`config.mk`:
```
export PLATFORM = sky130hd
export DESIGN_NAME = probe_uplink_hub
export DESIGN_NICKNAME = d
export VERILOG_FILES = /design/src/rtl/probe_pkg.sv /design/src/rtl/probe_word_fifo.sv /design/src/rtl/probe_uplink_hub.sv
export SDC_FILE = /design/constraint.sdc
export NUM_CORES = 1
export LEC_CHECK = 0
export ABC_AREA = 1
export BUFFER_PORTS_ARGS = -buffer_cell sky130_fd_sc_hd__buf_2
export CAP_MARGIN = 0
export CORE_MARGIN = 4
export CORE_UTILIZATION = 41
export CTS_CLUSTER_SIZE = 40
export DETAILED_ROUTE_END_ITERATION = 12
export GPL_TIMING_DRIVEN = 0
export MAX_ROUTING_LAYER = met4
export PLACE_DENSITY = 0.75
export SETUP_SLACK_MARGIN = 0.1
export SYNTH_ARGS = -nofsm -noshare
export SYNTH_HDL_FRONTEND = slang
export SYNTH_SLANG_ARGS = --single-unit
export TNS_END_PERCENT = 10
```
`constraint.sdc`:
```
create_clock -name UCLK -period 6.5 [get_ports UCLK]
set_input_delay 0.325 -clock UCLK [delete_from_list [all_inputs] [get_ports UCLK]]
set_output_delay 0.325 -clock UCLK [all_outputs]
set_load 0.02 [all_outputs]
```
`src/rtl/probe_pkg.sv`:
```
// Shared constants and types for the probe uplink hub: command encodings,
// packet header field positions, hub FSM states and the FIFO word layout.
package probe_pkg;

    localparam int         PROBE_CMD_W = 19;
    localparam logic [2:0] PENABLE     = 3'd2;
    localparam logic [2:0] PSENDONCE   = 3'd5;

    // Header word layout: {id[15:0], 8'b0, data_word_count[7:0]}
    localparam int HDR_ID_MSB = 31;
    localparam int HDR_ID_LSB = 16;
    localparam int HDR_W_MSB  = 7;
    localparam int HDR_W_LSB  = 0;

    typedef enum logic {
        IDLE,
        XFER
    } hub_state_t;

    typedef struct packed {
        logic        last;
        logic [31:0] data;
    } fifo_word_t;

    function automatic logic [7:0] hdr_words(input logic [31:0] hdr);
        return hdr[HDR_W_MSB:HDR_W_LSB];
    endfunction

endpackage

```
`src/rtl/probe_word_fifo.sv`:
```
// Word FIFO between the uplink arbiter and the serial transport.
// Power-of-two depth; pushes are ignored when full, pops when empty.
module probe_word_fifo #(
    parameter int Width = 33,
    parameter int Depth = 4
) (
    input  logic             i_clk,
    input  logic             i_rst,
    input  logic             i_push,
    input  logic [Width-1:0] i_data,
    input  logic             i_pop,
    output logic [Width-1:0] o_data,
    output logic             o_full,
    output logic             o_empty
);

    localparam int AddrW = (Depth > 1) ? $clog2(Depth) : 1;

    logic [Width-1:0] r_mem [Depth];
    logic [AddrW-1:0] r_wr_ptr;
    logic [AddrW-1:0] r_rd_ptr;
    logic [AddrW:0]   r_count;
    logic             w_push;
    logic             w_pop;

    assign o_full  = (r_count == (AddrW + 1)'(Depth));
    assign o_empty = (r_count == '0);
    assign w_push  = i_push && !o_full;
    assign w_pop   = i_pop && !o_empty;
    assign o_data  = r_mem[r_rd_ptr];

    // NOTE: storage is not reset; only pointers and count need a known state,
    // and leaving the array out of reset lets it map onto plain RAM cells.
    always_ff @(posedge i_clk) begin
        if (w_push) begin
            r_mem[r_wr_ptr] <= i_data;
        end
    end

    // NOTE: sequential state uses non-blocking assignments so every register
    // samples its inputs from before the edge, independent of statement order.
    always_ff @(posedge i_clk or posedge i_rst) begin
        if (i_rst) begin
            r_wr_ptr <= '0;
            r_rd_ptr <= '0;
            r_count  <= '0;
        end else begin
            if (w_push) begin
                r_wr_ptr <= r_wr_ptr + AddrW'(1);
            end
            if (w_pop) begin
                r_rd_ptr <= r_rd_ptr + AddrW'(1);
            end
            case ({w_push, w_pop})
                2'b10:   r_count <= r_count + (AddrW + 1)'(1);
                2'b01:   r_count <= r_count - (AddrW + 1)'(1);
                default: r_count <= r_count;
            endcase
        end
    end

endmodule

```
`src/rtl/probe_uplink_hub.sv`:
```
// Host-side probe link hub: broadcasts host commands downstream and drains
// whole probe packets, round-robin, into a word FIFO feeding the transport.
module probe_uplink_hub
    import probe_pkg::*;
#(
    parameter int NumProbes = 4,
    parameter int FifoDepth = 4
) (
    input  logic                      UCLK,
    input  logic                      URST,
    input  logic                      HCMD_VALID,
    input  logic [PROBE_CMD_W-1:0]    HCMD,
    output logic                      CMDEN,
    output logic [PROBE_CMD_W-1:0]    CMD,
    input  logic [32*NumProbes-1:0]   DATAUP,
    input  logic [NumProbes-1:0]      DATAVALID,
    input  logic [NumProbes-1:0]      DELAY,
    output logic [NumProbes-1:0]      ACK,
    output logic [31:0]               OUT_DATA,
    output logic                      OUT_VALID,
    output logic                      OUT_LAST,
    input  logic                      OUT_READY,
    output logic                      PENDING,
    output logic                      ERR
);

    localparam int SelW = (NumProbes > 1) ? $clog2(NumProbes) : 1;

    hub_state_t       r_state;
    hub_state_t       w_next_state;
    logic [SelW-1:0]  r_sel;
    logic [SelW-1:0]  r_rr;
    logic             r_first;
    logic [7:0]       r_cnt;
    logic             r_err;
    logic             r_pending;
    logic             r_cmden;
    logic [PROBE_CMD_W-1:0] r_cmd;

    logic [31:0]      w_words [NumProbes];
    logic [31:0]      w_word;
    logic [SelW-1:0]  w_cand;
    logic [SelW-1:0]  w_grant_sel;
    logic             w_grant_valid;
    logic             w_ack;
    logic             w_drop;
    logic             w_last;
    logic             w_fifo_full;
    logic             w_fifo_empty;
    fifo_word_t       w_push_word;
    fifo_word_t       w_head;

    for (genvar gi = 0; gi < NumProbes; gi++) begin : g_words
        assign w_words[gi] = DATAUP[32*gi +: 32];
    end

    assign w_word = w_words[r_sel];
    assign w_ack  = (r_state == XFER) && DATAVALID[r_sel] && !w_fifo_full;
    assign w_drop = (r_state == XFER) && !DATAVALID[r_sel];
    assign w_last = r_first ? (hdr_words(w_word) == 8'd0) : (r_cnt == 8'd1);

    // Round-robin search starts one past the last served probe.
    // NOTE: every always_comb output gets a default first so no path can
    // leave it unassigned and infer a latch.
    always_comb begin
        w_grant_valid = 1'b0;
        w_grant_sel   = '0;
        w_cand        = '0;
        for (int k = 1; k <= NumProbes; k++) begin
            w_cand = SelW'((int'(r_rr) + k) % NumProbes);
            if (!w_grant_valid && DATAVALID[w_cand]) begin
                w_grant_valid = 1'b1;
                w_grant_sel   = w_cand;
            end
        end
    end

    always_comb begin
        w_next_state = r_state;
        ACK          = '0;
        case (r_state)
            IDLE: begin
                if (w_grant_valid) begin
                    w_next_state = XFER;
                end
            end
            XFER: begin
                if (w_ack) begin
                    ACK[r_sel] = 1'b1;
                end
                if (w_drop || (w_ack && w_last)) begin
                    w_next_state = IDLE;
                end
            end
            default: w_next_state = IDLE;
        endcase
    end

    always_ff @(posedge UCLK or posedge URST) begin
        if (URST) begin
            r_state <= IDLE;
        end else begin
            r_state <= w_next_state;
        end
    end

    always_ff @(posedge UCLK or posedge URST) begin
        if (URST) begin
            r_sel   <= '0;
            r_rr    <= '0;
            r_first <= 1'b0;
            r_cnt   <= '0;
            r_err   <= 1'b0;
        end else begin
            if ((r_state == IDLE) && w_grant_valid) begin
                r_sel   <= w_grant_sel;
                r_first <= 1'b1;
            end
            if (w_ack) begin
                r_first <= 1'b0;
                r_cnt   <= r_first ? hdr_words(w_word) : r_cnt - 8'd1;
                if (w_last) begin
                    r_rr <= r_sel;
                end
            end
            // A probe vanishing mid-packet abandons it; words already queued stay.
            if (w_drop) begin
                r_err <= 1'b1;
                r_rr  <= r_sel;
            end
        end
    end

    always_ff @(posedge UCLK or posedge URST) begin
        if (URST) begin
            r_cmden   <= 1'b0;
            r_cmd     <= '0;
            r_pending <= 1'b0;
        end else begin
            r_cmden   <= HCMD_VALID;
            r_pending <= |DELAY;
            if (HCMD_VALID) begin
                r_cmd <= HCMD;
            end
        end
    end

    assign w_push_word = '{last: w_last, data: w_word};

    probe_word_fifo #(
        .Width ($bits(fifo_word_t)),
        .Depth (FifoDepth)
    ) u_fifo (
        .i_clk   (UCLK),
        .i_rst   (URST),
        .i_push  (w_ack),
        .i_data  (w_push_word),
        .i_pop   (OUT_READY),
        .o_data  (w_head),
        .o_full  (w_fifo_full),
        .o_empty (w_fifo_empty)
    );

    assign OUT_DATA  = w_head.data;
    assign OUT_VALID = !w_fifo_empty;
    assign OUT_LAST  = w_head.last && !w_fifo_empty;
    assign CMDEN     = r_cmden;
    assign CMD       = r_cmd;
    assign PENDING   = r_pending;
    assign ERR       = r_err;

endmodule

```
## After elaboration in Yosys (flattened, before gate mapping)

Memory sizes are Yosys's and may differ from the RTL's.
Cells that the tools add are included.

- Register bits after elaboration: 43
- Memory bits (writable): 132
- Bits of input ports: 159
- Output and inout port bits: 60
- Word-level logic and storage cells: 100
- Memories kept: 1

- Add/sub/neg operators: 9
- Order comparisons: 7
- Equality and inequality tests: 4
- Mux-type cells: 38
- Bitwise operators: 2
- Reduce and logical (&&, ||, !) cells: 27

Memories:

| name | depth | width | read ports | clocked after memory_dff | write ports | RTL line | source |
|---|---|---|---|---|---|---|---|
| u_fifo.r_mem | 4 | 33 | 1 | 0 | 1 | probe_word_fifo.sv:19 | `logic [Width-1:0] r_mem [Depth];` |

Operators with widths:

| operator | number |
|---|---|
| binary-select mux 32 bit (select 2 bit) | 1 |
| two-way mux 32 bit | 2 |
| two-way mux 1 bit | 17 |
| < comparator 2 x 3 -> 1 bit, second input constant | 5 |
| two-way mux 2 bit | 7 |
| logical AND 1 bit | 12 |
| binary-select mux 1 bit (select 2 bit) | 5 |
| adder 2 x 1 -> 2 bit, second input constant | 4 |
| equality test 8 x 1 -> 1 bit, second input constant | 1 |
| logical NOT 8 bit | 1 |
| two-way mux 4 bit | 2 |
| two-way mux 8 bit | 1 |
| nonzero test 2 bit | 4 |
| subtractor 8 x 1 -> 8 bit, second input constant | 1 |
| logical NOT 1 bit | 6 |
| case mux 3 bit (2 select lines) | 1 |
| adder 2 bit, second input constant | 2 |
| OR reduction 4 bit | 1 |
| adder 3 x 1 -> 3 bit, second input constant | 1 |
| equality test 3 bit, second input constant | 1 |
| >= comparator 3 bit, second input constant | 1 |
| logical NOT 3 bit | 1 |
| inverter 2 -> 3 bit | 1 |
| subtractor 3 x 1 -> 3 bit, second input constant | 1 |
| other kinds (8) | 8 |

## Longest topological paths before layout

Gate-level depths: netlist of run 1.

- Depth after elaboration: 16
- Depth in mapped cells: 15
- Depth with buffers taken out: 13

## By module

A second synthesis of run 1 with hierarchy kept.

- Cell total of the unflattened synthesis: 845
- Area, all modules: 8652.0 um^2

By module, submodules not included:

| module | instances | cells an instance | area each (um^2) | seq. area each (um^2) |
|---|---|---|---|---|
| probe_word_fifo | 1 | 447 | 5690.5 | 4139.0 |
| probe_uplink_hub | 1 | 398 | 2961.6 | 900.9 |

## Worst setup path before layout of run 1

No wires, ideal clock.

- Path type: register to register
- Start: reg r_sel[1]
- End: mem u_fifo.r_mem[0][0] (enable)
- Library setup time: 423 ps
- Arrival: 2674 ps
- Required time: 6077 ps
- Slack: 3403 ps
- Cell stages (with the launch flop): 11
- Path buffers: 2
- Clock period less this slack: 3097 ps
- Cell sequence: dfrtp_1 -> buf_6 -> inv_4 -> nor2_8 -> nand2_1 -> o2111ai_2 -> nand2_2 -> nor2_8 -> inv_2 -> buf_6 -> nor2_1

- Cells in the longest elaborated chain, start to end: 7

Ends and longest elaborated chain:

| what | RTL line | source |
|---|---|---|
| from (decl) | probe_uplink_hub.sv:31 | `logic [SelW-1:0] r_sel;` |
| from (signal assigned) | probe_uplink_hub.sv:116 | `r_sel <= w_grant_sel;` |
| binary-select mux 1 bit (select 2 bit) | probe_uplink_hub.sv:58 | `assign w_ack = (r_state == XFER) && DATAVALID[r_sel] && !w_fifo_full;` |
| two-way mux 1 bit (implied by the code) | probe_uplink_hub.sv:58 |  |
| logical AND 1 bit (2 in a row) | probe_uplink_hub.sv:58 |  |
| logical AND 1 bit | probe_word_fifo.sv:28 | `assign w_push = i_push && !o_full;` |
| two-way mux 1 bit | probe_word_fifo.sv:35 | `if (w_push) begin` |
| two-way mux 1 bit (implied by the code) | probe_word_fifo.sv:36 | `r_mem[r_wr_ptr] <= i_data;` |
| to (decl) | probe_word_fifo.sv:19 |  |

No other way between the ends. The select of a mux whose other input is x is not followed.

## Final worst setup path of run 1

- Start: reg u_fifo.r_rd_ptr[0]
- End: out OUT_DATA[7]

- Cells in the longest elaborated chain, start to end: 1

Ends and longest elaborated chain:

| what | RTL line | source |
|---|---|---|
| from (decl) | probe_word_fifo.sv:21 | `logic [AddrW-1:0] r_rd_ptr;` |
| from (signal assigned) | probe_word_fifo.sv:52 | `r_rd_ptr <= r_rd_ptr + AddrW'(1);` |
| memory read (4 x 33 bit) | - |  |
| to (decl) | probe_uplink_hub.sv:19 | `output logic [31:0] OUT_DATA,` |

No other way between the ends.

==> impl_metrics.env, run 1 <==
export IMPL_area_delta_synth_final_pct=27.4
export IMPL_finalPower_mw=5.21
export IMPL_vias=6736
export IMPL_dpl_cell_area_sq_um=9590
export IMPL_viasPerCell=5.32
export IMPL_htree_levels=4
export IMPL_drcViolationCount=0
export IMPL_syn_area_sq_um=8030
export IMPL_wl_per_cell_microns=18.1
export IMPL_layout_cells_most_common="buf_2"
export IMPL_path_max_fanout=10
export IMPL_netlist_instances=750
export IMPL_drv_cap=0
export IMPL_finalWorstPathRequiredPeriod_ns=2.73
export IMPL_synthTopCellsByArea="edfxtp_1 (49%), dfrtp_1 (13%), o21ai_0 (5.5%)"
export IMPL_yosysTopAreaCellShare_pct=49.4
export IMPL_insertion_delay_ns=0.43
export IMPL_clock_sinks=175
export IMPL_grt_max_degree=35
export IMPL_cp_end_kind="output pin"
export IMPL_grt_first_pass_wirelength_microns=34600
export IMPL_yosysSeqAreaShare_pct=62.8
export IMPL_ios=219
export IMPL_synth_nets=917
export IMPL_min_path_type="in -> reg"
export IMPL_crit_required_ns=6.17
export IMPL_layout_common_cells="buf_2 (226), edfxtp_1 (132), nand2_1 (99)"
export IMPL_startpoint="u_fifo.r_rd_ptr[0]$_DFFE_PP0N_"
export IMPL_grt_usage_pct=21.1
export IMPL_hold_viol_final=0
export IMPL_drt_antenna_violating_nets=0
export IMPL_rr_worst_depth=15
export IMPL_finalCritPeriodShare_pct=42.0
export IMPL_start_util_pct=42.4
export IMPL_antenna_cells=0
export IMPL_layout_drive_gt1_share_pct=31.1
export IMPL_synth_largest_area_cell="edfxtp_1"
export IMPL_p_leak_nw=4.26
export IMPL_start_kind="register"
export IMPL_final_area_sq_um=10200
export IMPL_row_count=50
export IMPL_gp_congestion=0.913
export IMPL_nets=1161
export IMPL_antenna_found_initial=0
export IMPL_place_hpwl_microns=16600
export IMPL_grt_pass1_vias=6441
export IMPL_cts_buffers=17
export IMPL_hold_start="DELAY[2]"
export IMPL_cts_root_buf="clkbuf_16"
export IMPL_ir_worst_vdd_uv=323
export IMPL_die_area_sq_um=21900
export IMPL_grt_overflow_total=0
export IMPL_core_area_sq_um=19000
export IMPL_drt_pass1_iter_count=5
export IMPL_r2r_start="r_sel[0]$_DFFE_PP0P_"
export IMPL_critical_path_arrival_ns=2.41
export IMPL_hold_depth=2
export IMPL_cts_tree="built"
export IMPL_worst_slew_pin_slew_ns=0.693
export IMPL_tns_ns=0
export IMPL_chipHeight_microns=148
export IMPL_crit_type="reg -> out"
export IMPL_drt_initial_drc_count=646
export IMPL_cts_reportedPaths_clkPinSlew_ns=0.08
export IMPL_clockBufferDepth=2
export IMPL_fmax_ghz=0.366
export IMPL_slew_violations=0
export IMPL_skew_ns=0.0156
export IMPL_syn_area_per_cell_sq_um=10.7
export IMPL_rsz0062_at_grt="no"
export IMPL_synth_seq_cells=175
export IMPL_die_w_microns=148
export IMPL_synth_cell_type_count=36
export IMPL_portBuffers=218
export IMPL_yosys_warnings=0
export IMPL_status="completed"
export IMPL_power_density_nw_per_um2=510
export IMPL_finalSetupViolCount=0
export IMPL_relSlewSlack_pct=53.8
export IMPL_drt_wl_total_microns=23000
## critical path: stages, from the launching register on
cell and delay [ns]:
dfrtp_1 0.42, inv_1 0.12, clkbuf_1 0.37, clkbuf_1 0.47, nor2_1 0.09, o22ai_1 0.28, buf_2 0.22
## path summary, 6_finish.rpt
kind / slack, ns / to
hold / removal: 0.08 / PENDING$_DFF_PP0_
setup / recovery: 3.77 / OUT_DATA[7]
min in group asynchronous: 0.37 / CMD[2]$_DFFE_PP0P_
hold reg to reg: 0.48 / ERR$_DFFE_PP0P_
max in group asynchronous: 5.67 / r_cnt[2]$_DFFE_PP0N_
setup reg to reg: 3.81 / u_fifo.r_count[2]$_DFFE_PP0P_
## through the flow
stage                     hold WS (ns)  cells  utilization [%]  worst slack (ns)
after floorplan                  0.356    750                -              3.40
after global placement           0.444   1228             49.8              2.00
after detailed placement         0.261   1233             50.6              3.86
after CTS                       0.0555   1267             54.0              3.73
after global routing            0.0809   1267             54.0              3.63
final                           0.0787   1267             54.0              3.77
## synthesized netlist by cell type
cell,n
nor3_2,3
inv_2,2
o21ai_1,2
nand3_1,78
buf_4,3
or4_1,1
nand4_1,2
xnor2_1,2
o22ai_1,32
o2111ai_2,1
or2_2,1
edfxtp_1,132
xor2_1,5
nor2_1,98
nor4_1,1
ha_1,7
mux2_2,19
inv_1,40
buf_2,8
a22oi_1,24
nor3_1,1
o211ai_1,2
o221ai_1,1
buf_1,3
nand2_2,5
nand2_1,99
nor2_8,3
o21ai_0,89
fa_1,1
dfrtp_1,43
buf_6,4
nor2_2,1
a21oi_1,8
nor2_4,1
inv_4,2
clkbuf_1,26
## timing repair
action | in CTS | in global routing
endpoints found under the setup margin | 0 | 0
setup buffers | 0 | 0
hold endpoints to repair | 10 | 0
gates resized for setup | 0 | 0
hold buffers | 2 | 0
## state kept, by name (all words and copies together) (netlist names), 2 cells and up
name             flops
CMD                 19
r_cnt                8
r_rr                 2
r_sel                2
u_fifo.r_count       3
u_fifo.r_mem       132
u_fifo.r_rd_ptr      2
u_fifo.r_wr_ptr      2
## cells by family after synthesis
kind of cell    Yosys count  share of synthesized area, %
buf+inv                  88                          4.81
mux                      19                          2.66
fa+ha+maj                 8                          1.34
compound gates          159                          11.4
xor+xnor                  7                         0.763
flops                   175                          62.8
simple gates            294                          16.3
## per-layer routing
metal | up-vias | share of wire, % | track usage (%)
met1 | 3169 | 41 | 28.0
met5 | - | 0 | -
met4 | 0 | 1.3 | 5.36
met3 | 32 | 8.6 | 3.65
li1 | 3154 | - | -
met2 | 381 | 49 | 34.1
## layout make-up
class	count	area [sq um]
fill	1615	8720
sequential	175	5040
multi-input combinational	487	2630
timing repair buffer	225	1230
clock buffer	17	425
tap	260	325
buffer	44	216
clock inverter	15	196
inverter	44	170
## power breakdown
part | total (mW) | leakage (nW) | switching, mW | internal [mW]
logic | 2.44 | 2.25 | 1.72 | 0.719
clock network | 1.03 | 0.301 | 0.501 | 0.533
registers | 1.74 | 1.71 | 0.0926 | 1.65
Note: power is estimated with default switching activity, not from simulation.
==> run 2, diff against run 1 <==
==> constraint.sdc (replaced) <==
create_clock -name UCLK -period 2.7 [get_ports UCLK]
set_input_delay 0.135 -clock UCLK [delete_from_list [all_inputs] [get_ports UCLK]]
set_output_delay 0.135 -clock UCLK [all_outputs]
set_load 0.02 [all_outputs]
==> impl_metrics.env, run 2 (same netlist as run 1, synthesis figures left out) <==
export IMPL_status="completed"
export IMPL_rr_worst_depth=15
export IMPL_grt_first_pass_wirelength_microns=35600
export IMPL_grt_overflow_total=0
export IMPL_vias=6874
export IMPL_drt_initial_drc_count=687
export IMPL_nets=1184
export IMPL_drt_pass1_iter_count=5
export IMPL_area_delta_synth_final_pct=30.8
export IMPL_drt_wl_total_microns=23700
export IMPL_p_leak_nw=4.38
export IMPL_grt_usage_pct=21.7
export IMPL_fmax_ghz=0.380
export IMPL_slowest_stage="fa_1"
export IMPL_fin_ws_ns=0.0666
export IMPL_core_area_sq_um=19000
export IMPL_place_hpwl_microns=16600
export IMPL_portBuffers=218
export IMPL_ios=219
export IMPL_layout_cells_most_common="buf_2"
export IMPL_finalPower_mw=12.7
export IMPL_worst_slew_pin_slew_ns=0.727
export IMPL_cts_tree="built"
export IMPL_register_area_sq_um=5040
export IMPL_fillers=1573
export IMPL_crit_path_end="u_fifo.r_count[2]$_DFFE_PP0P_"
export IMPL_drv_cap=0
export IMPL_grt_max_degree=35
export IMPL_r2r_end="u_fifo.r_count[2]$_DFFE_PP0P_"
export IMPL_cts_reportedPaths_clkPinSlew_ns=0.07
export IMPL_insertion_delay_ns=0.43
export IMPL_antenna_found_initial=0
export IMPL_multi_input_area_sq_um=2630
export IMPL_start_util_pct=42.4
export IMPL_clockBufferDepth=2
export IMPL_rsz0062_at_grt="yes"
export IMPL_power_density_nw_per_um2=1210
export IMPL_finalWorstPathRequiredPeriod_ns=2.63
export IMPL_slew_violations=0
export IMPL_path_max_fanout=10
export IMPL_die_w_microns=148
export IMPL_rrSetupSlack_ns=0.07
export IMPL_critical_path_arrival_ns=2.94
export IMPL_layout_common_cells="buf_2 (226), edfxtp_1 (132), nand2_1 (99)"
export IMPL_grt_pass1_vias=6642
export IMPL_relSlewSlack_pct=51.6
export IMPL_min_path_type="in -> reg"
export IMPL_place_ws_ns=0.0645
export IMPL_gp_congestion=0.913
export IMPL_cp_end_kind="register"
export IMPL_wl_per_cell_microns=18.4
export IMPL_crit_type="reg -> reg"
export IMPL_dp_cells=1233
export IMPL_crit_required_ns=3.01
export IMPL_largest_reg_flops=132
export IMPL_skew_ns=0.0142
export IMPL_die_area_sq_um=21900
export IMPL_finalCritPeriodShare_pct=97.5
export IMPL_start_kind="register"
export IMPL_final_cells=1290
export IMPL_antenna_cells=0
export IMPL_cts_root_buf="clkbuf_16"
export IMPL_utilization_pct=55.4
export IMPL_r2r_start="r_sel[0]$_DFFE_PP0P_"
export IMPL_hold_viol_final=0
export IMPL_layout_drive_gt1_share_pct=30.9
export IMPL_finalSetupViolCount=0
export IMPL_viasPerCell=5.33
export IMPL_largest_register="u_fifo.r_mem"
export IMPL_chipHeight_microns=148
export IMPL_cpPeakStageDelay_ns=0.39
export IMPL_startpoint="r_sel[0]$_DFFE_PP0P_"
export IMPL_drt_antenna_violating_nets=0
export IMPL_drcViolationCount=0
export IMPL_ir_worst_vdd_uv=681
export IMPL_tns_ns=0
export IMPL_crit_chain="buf_6 > inv_8 > nor2_8 > nand2_2 > o2111ai_2 > nand2_2 > nor2_8 > inv_2 > buf_12 > ha_1 > inv_1 > fa_1 > a21oi_1 > o21ai_0 > xor2_1"
export IMPL_clock_sinks=175
export IMPL_row_count=50
export IMPL_htree_levels=4
export IMPL_cts_buffers=17
-- run 2: where the power goes --
| group | internal (mW) | switching (mW) |
|---|---|---|
| Clock | 1.28 | 1.21 |
| Sequential | 3.97 | 0.226 |
| Combinational | 1.82 | 4.19 |
-- run 2: layer usage --
metal / up-vias / part of all wire (%) / routed length [microns] / track usage, %
met4: 0 / 1.5 / 345 / 5.50
met3: 33 / 9.2 / 2180 / 3.86
li1: 3203 / - / - / -
met2: 390 / 50 / 11800 / 35.3
met5: - / 0 / 0 / -
met1: 3248 / 40 / 9410 / 28.5
-- run 2: layout make-up --
class	instances	share of cell area (%)
plain buffers	44	2.18
clock buffers	17	4.05
clock inverters	15	1.87
inverters	44	1.71
multi-input cells	487	25.1
flip-flops and latches	175	48.0
well taps	260	3.10
repair buffers	248	14.1
-- run 2: worst min path at each step --
stage	start	cells after the start	slack (ns)	end
4_1_cts	DATAUP[84]	3	0.06	u_fifo.r_mem[0][20]$_DFFE_PP_
2_1_floorplan	HCMD_VALID	0	0.17	CMDEN$_DFF_PP0_
3_5_place_dp	URST	2	0.07	CMD[0]$_DFFE_PP0P_
3_3_place_gp	HCMD_VALID	1	0.25	CMDEN$_DFF_PP0_
5_1_grt	DATAUP[88]	3	0.09	u_fifo.r_mem[3][24]$_DFFE_PP_
6_report	DATAUP[84]	3	0.08	u_fifo.r_mem[3][20]$_DFFE_PP_
-- run 2: stage by stage --
step	hold WS (ns)	area, sq um
finish	0.0786	10500
global placement	0.254	9450
global route	0.0895	10500
detailed placement	0.0715	9590
CTS	0.0604	10500
floorplan	0.166	8030
-- run 2: what timing repair did --
action,4_1_cts,5_1_grt
setup buffers,1,1
endpoints found under the hold margin,64,0
cloned,0,0
endpoints found under the setup margin,39,62
resized for setup,2,10
hold buffers,23,0
pin swaps,2,2
-- run 2: critical path, delay by kind of cell, from the launching register on --
family,cells,cell delay [ns]
adders and majority gates,2,0.55
buffers and inverters,5,0.60
and+or+nand+nor,4,0.37
xor gates and xnor gates,1,0.15
AOI/OAI and AO/OA,3,0.45
DFF,1,0.38
